===== config.mk =====
export PLATFORM = sky130hd
export DESIGN_NAME = mul4_rr_arbiter
export DESIGN_NICKNAME = d
export VERILOG_FILES = /design/src/rtl/mul4_pkg.sv /design/src/rtl/mul4_rr_arbiter_rr_grant.sv /design/src/rtl/mul4_rr_arbiter.sv
export SDC_FILE = /design/constraint.sdc
export NUM_CORES = 1
export LEC_CHECK = 0
export BUFFER_PORTS_ARGS = -buffer_cell sky130_fd_sc_hd__buf_2
export CAP_MARGIN = 25
export CORE_MARGIN = 4
export CORE_UTILIZATION = 53
export CTS_CLUSTER_SIZE = 16
export DETAILED_ROUTE_END_ITERATION = 16
export PLACE_DENSITY = 0.82
export REMOVE_ABC_BUFFERS = 1
export SLEW_MARGIN = 40
export SYNTH_ARGS = -nofsm -noshare
export SYNTH_HDL_FRONTEND = slang
export SYNTH_SLANG_ARGS = --single-unit
export TNS_END_PERCENT = 1

===== constraint.sdc =====
create_clock -name clk -period 14.7 [get_ports clk]
set_clock_uncertainty 0.15 [all_clocks]
set_input_delay 1.47 -clock clk [delete_from_list [all_inputs] [get_ports clk]]
set_output_delay 1.47 -clock clk [all_outputs]
set_load 0.05 [all_outputs]

===== src/rtl/mul4_pkg.sv =====
// Shared types for the 4x4 multiplier arbiter: FSM state encoding,
// operand/product widths and the multiplier itself.
package mul4_pkg;

  localparam int OPW   = 4;
  localparam int PRODW = 8;

  typedef logic [OPW-1:0]   operand_t;
  typedef logic [PRODW-1:0] product_t;

  typedef enum logic {
    IDLE = 1'b0,
    HOLD = 1'b1
  } state_e;

  // The one 4x4 unsigned multiplier; operands are widened first so the
  // full 8-bit product is kept.
  function automatic product_t mul4(input operand_t a, input operand_t b);
    return product_t'(a) * product_t'(b);
  endfunction

endpackage


===== src/rtl/mul4_rr_arbiter_rr_grant.sv =====
// Round-robin grant search: picks the first set req bit at or after ptr,
// wrapping modulo N. Purely combinational.
module rr_grant #(
  parameter int N  = 4,
  parameter int IW = $clog2(N)
) (
  input  logic [N-1:0]  req,
  input  logic [IW-1:0] ptr,
  output logic [N-1:0]  gnt,
  output logic [IW-1:0] gnt_idx
);

  // Walk the requesters starting at ptr; the first hit wins.
  always_comb begin
    int   idx;
    logic found;
    gnt     = '0;
    gnt_idx = '0;
    found   = 1'b0;
    idx     = 0;
    for (int k = 0; k < N; k++) begin
      idx = int'(ptr) + k;
      if (idx >= N) idx = idx - N;
      if (!found && req[IW'(idx)]) begin
        found            = 1'b1;
        gnt[IW'(idx)]    = 1'b1;
        gnt_idx          = IW'(idx);
      end
    end
  end

endmodule


===== src/rtl/mul4_rr_arbiter.sv =====
// Round-robin front end sharing one 4x4 multiplier among NREQ requesters.
// One operation in flight, registered result on a valid/ready channel.
// Optional transfer/stall counters are built when MUL4_ARB_STATS_EN is defined.
//
//   state | meaning
//   IDLE  | no valid response held
//   HOLD  | resp_valid=1, waiting for the consumer
module mul4_rr_arbiter
  import mul4_pkg::*;
#(
  parameter int NREQ = 4,
  parameter int IDW  = $clog2(NREQ)
) (
  input  logic              clk,
  input  logic              rst_n,
  input  logic [NREQ-1:0]   req_valid,
  input  logic [4*NREQ-1:0] req_a,
  input  logic [4*NREQ-1:0] req_b,
  output logic [NREQ-1:0]   req_ready,
  output logic              resp_valid,
  input  logic              resp_ready,
  output logic [7:0]        resp_result,
  output logic [IDW-1:0]    resp_id
`ifdef MUL4_ARB_STATS_EN
  ,
  output logic [15:0]       stat_ops,
  output logic [15:0]       stat_stall
`endif
);

  state_e          state_q, state_d;
  product_t        result_q, result_d;
  logic [IDW-1:0]  id_q, id_d;
  logic [IDW-1:0]  ptr_q, ptr_d;

  logic [NREQ-1:0] gnt;
  logic [IDW-1:0]  gnt_idx;
  logic            free;
  logic            xfer;
  operand_t        a_sel, b_sel;

  rr_grant #(.N(NREQ), .IW(IDW)) u_rr_grant (
    .req     (req_valid),
    .ptr     (ptr_q),
    .gnt     (gnt),
    .gnt_idx (gnt_idx)
  );

  // Slot is free when empty or being drained this cycle; reset masks grants.
  always_comb begin
    free      = (state_q == IDLE) || (resp_ready && (state_q == HOLD));
    req_ready = (free && rst_n) ? gnt : '0;
    xfer      = |req_ready;
    a_sel     = req_a[OPW*int'(gnt_idx) +: OPW];
    b_sel     = req_b[OPW*int'(gnt_idx) +: OPW];
  end

  // State and datapath registers with synchronous active-low reset.
  always_ff @(posedge clk) begin
    if (!rst_n) begin
      state_q  <= IDLE;
      result_q <= '0;
      id_q     <= '0;
      ptr_q    <= '0;
    end else begin
      state_q  <= state_d;
      result_q <= result_d;
      id_q     <= id_d;
      ptr_q    <= ptr_d;
    end
  end

  // Next state: a transfer loads a new product (also back-to-back from HOLD);
  // a drain without a new grant returns to IDLE keeping result/id.
  always_comb begin
    state_d  = state_q;
    result_d = result_q;
    id_d     = id_q;
    ptr_d    = ptr_q;
    if (xfer) begin
      state_d  = HOLD;
      result_d = mul4(a_sel, b_sel);
      id_d     = gnt_idx;
      ptr_d    = (int'(gnt_idx) == NREQ - 1) ? '0 : gnt_idx + IDW'(1);
    end else if ((state_q == HOLD) && resp_ready) begin
      state_d = IDLE;
    end
  end

  // Response channel outputs.
  always_comb begin
    resp_valid  = (state_q == HOLD);
    resp_result = result_q;
    resp_id     = id_q;
  end

`ifdef MUL4_ARB_STATS_EN
  logic [15:0] stat_ops_q, stat_ops_d;
  logic [15:0] stat_stall_q, stat_stall_d;

  // Saturating counters for transfers and backpressured cycles.
  always_comb begin
    stat_ops_d   = stat_ops_q;
    stat_stall_d = stat_stall_q;
    if (xfer && (stat_ops_q != 16'hFFFF))
      stat_ops_d = stat_ops_q + 16'd1;
    if ((state_q == HOLD) && !resp_ready && (stat_stall_q != 16'hFFFF))
      stat_stall_d = stat_stall_q + 16'd1;
  end

  // Counter registers.
  always_ff @(posedge clk) begin
    if (!rst_n) begin
      stat_ops_q   <= '0;
      stat_stall_q <= '0;
    end else begin
      stat_ops_q   <= stat_ops_d;
      stat_stall_q <= stat_stall_d;
    end
  end

  assign stat_ops   = stat_ops_q;
  assign stat_stall = stat_stall_q;
`endif

endmodule


==> results.md <==
- Final Max Tran Viols: 0
- Port Buffers: 53
- CTS Buf Count: 3
- Layout cells sized above 1: 0.3213
- Post-layout util: 0.6340
- Most frequent cells after synthesis: ha_1, inv_1, a21oi_1, dfxtp_1, nand2_1
- FF-to-FF Start: ptr_q[0]
- Synth top area share: 0.1417
- Crit path launch: ptr_q[0]
- Synth Cell Area: around 0.0018 mm²
- Clock Sinks: 13
- Total wire length: just over 4 mm
- Clock Tree Buf Depth: 2
- R2R depth: 19
- Avg Inst Size Synth: between 9 and 10 µm²
- Row cnt: 21
- Gr usage total: 0.1917
- Hpwl dp: ~3.4 mm
- Drt via density: between 5 and 6
- CP max FO: 21
- RSZ-0062 raised after global routing: no
- FF/Latch Area: 260.3 µm²
- Hold WC Path Type: reg -> reg
- Die width: between 60 and 70 µm
- Startpoint Class: register
- CTS clk-pin slew, worst paths: roughly 0.08 ns
- Max frequency: 168.3 MHz
- Sequential area share after synthesis: 0.1417
- Routability cong.: just over 0.8
- Final Hold Vio Count: 0
- Post-synthesis simple-gate area fraction: 0.1989
- Final setup violation count: 0
- Yosys warnings: 0
- Critical path class: reg -> reg
- Ports: 54
- Vias: roughly 1,700
- Synth Area in Compound Gates: 0.1717
- End of the critical path: resp_result[7]
- Largest cells by area after synthesis: dfxtp_1, ha_1, mux4_2
- Hold buffer count at CTS: 0
- Gr ovfl total: 0
- Detailed Route Iter0 Violations: 66
- DIE HEIGHT: 66.87 µm
- First-pass GRT wire length: between 6 and 7 mm
- XOR/XNOR Fraction of Synth Area: 0.02384
- Detail Route Antenna Nets: 0
- Main combinational cell family by area after synthesis: multiplexers
- Number of synthesized flops with an enable pin: 0
- Multiplexer share of the synthesized area: 0.2071
- Vias in the first global route: between 1,500 and 2,000
- #FFs+latches synth: 13
- Layout area overhead: 15.19%
- Final nets: about 310
- Initial antenna violation count: 0
- Initial Utilization: 0.5504
- Cell taking the most area after synthesis: dfxtp_1
- Relative slew slack: 0.4916
- Clock Tree Root: clkbuf_4
- Core ar.: 0.003337 mm²
- Setup TNS Final: 0 ns
- Min Tclk post-route: ~5.9 ns
- # fillers: about 300
- Largest net degree at the start of global routing: 22
- CP Data Arrival Time: approximately 6.0 ns
- Count leader, synth: ha_1
- Least-Margin Pin Slew: ~0.76 ns
- Commonest register cell after synthesis: dfxtp_1
- Max_cap viols: 0
- DR WL/cell: between 10 and 15 µm
- Post-cts sizing count: 0
- Status: completed
- R2R setup slack: 8.76 ns
- WP data required: around 15 ns
- H-tree depth: 1
- Crit. End Element: register
- CTS tree: yes
- Skew-Pair Late Insertion Delay: 0.28 ns
- Drt first pass iters: 5
- Synth async-reset ratio: 0
- Multi-input combinational cell area: between 0.001 and 0.0015 mm²
- Reg-to-Reg End: resp_result[7]
- Final period util: 0.4041
- DR DRC count: 0
- Cells after Synth: just over 200
- Hold path startpoint: resp_result[5]
- Postcts setup bufs: 0
- # diodes: 0
- Adder-cell share of the synthesized area: 0.1798
- Library cells used by synthesis: between 50 and 60
- Die footprint: between 0.004 and 0.005 mm²
-- logic make-up after synthesis --
group,count (synthesis)
adders and majority gates,24
DFF,13
muxes,24
and+or+nand+nor,66
buffers and inverters,28
AOI/OAI and AO/OA,42
xor gates and xnor gates,5
-- flip-flops by register name, summed over array words and instances (netlist names) --
signal,flops
resp_valid,1
ptr_q,2
resp_result,8
resp_id,2
-- cells in the final DEF, fill, tap and decap left out, types with 3 or more instances in the layout --
| cell | count |
|---|---|
| buf_2 | 53 |
| ha_1 | 20 |
| inv_1 | 17 |
| nand2_1 | 13 |
| a21oi_1 | 13 |
| dfxtp_1 | 13 |
| mux2i_1 | 11 |
| mux4_2 | 11 |
| and2_1 | 11 |
| nor2_1 | 11 |
| nand3b_1 | 5 |
| nand2b_1 | 5 |
| xnor2_1 | 5 |
| nor3_1 | 4 |
| o21ai_0 | 4 |
| fa_1 | 4 |
| or3b_2 | 3 |
| clkbuf_4 | 3 |
-- area by class of cell --
class                   count  share of cell area
multi-input cells         161              0.6801
inverters                  18             0.03193
flip-flops and latches     13              0.1230
clock buffers               4             0.01242
repair buffers             53              0.1254
well taps                  46             0.02720
-- worst max-delay path: stages, from the launching register on --
cell	delay (ns)
dfxtp_1	0.82
inv_1	0.30
ha_1	0.53
or3b_1	0.42
a2111o_1	0.44
nand2_2	0.18
o21ai_4	0.16
mux4_2	0.43
nand2_1	0.08
fa_1	0.53
inv_1	0.05
fa_1	0.50
ha_1	0.31
a21o_1	0.17
a21oi_1	0.22
o21bai_1	0.09
a21oi_1	0.17
xnor2_1	0.13
mux2i_1	0.09
nor2b_1	0.12
-- through the flow --
| step | setup slack [ns] | hold WS (ns) | instance area [µm²] | std cells |
|---|---|---|---|---|
| after CTS | 8.745 | 0.3526 | 2116 | 295 |
| after global routing | 8.264 | 0.3859 | 2116 | 295 |
| after detailed placement | 8.688 | 0.3333 | 2090 | 291 |
| after global placement | 8.412 | 0.3174 | 2086 | 291 |
| final | 8.759 | 0.3524 | 2116 | 295 |
| after floorplan | 9.083 | 0.5227 | 1763 | 192 |
-- worst min-delay path by stage --
stage	to	cells after the start
3_5_place_dp	resp_result[1]	2
4_1_cts	resp_result[1]	2
3_3_place_gp	resp_result[5]	2
2_1_floorplan	ptr_q[1]	2
6_report	resp_result[5]	2
5_1_grt	resp_result[1]	2
-- layer usage --
| metal | up-vias | share of wire | track usage | wire length, µm |
|---|---|---|---|---|
| met1 | 813 | 0.45 | 0.2690 | 1877 |
| met5 | - | 0 | 0 | 0 |
| li1 | 822 | - | - | - |
| met4 | 0 | 0.0014 | 0.02532 | 6 |
| met3 | 2 | 0.051 | 0.03541 | 213 |
| met2 | 42 | 0.49 | 0.3131 | 2051 |
Power is not shown: default switching activity piles up to over one toggle a cycle in this logic, so the estimate is an artifact.
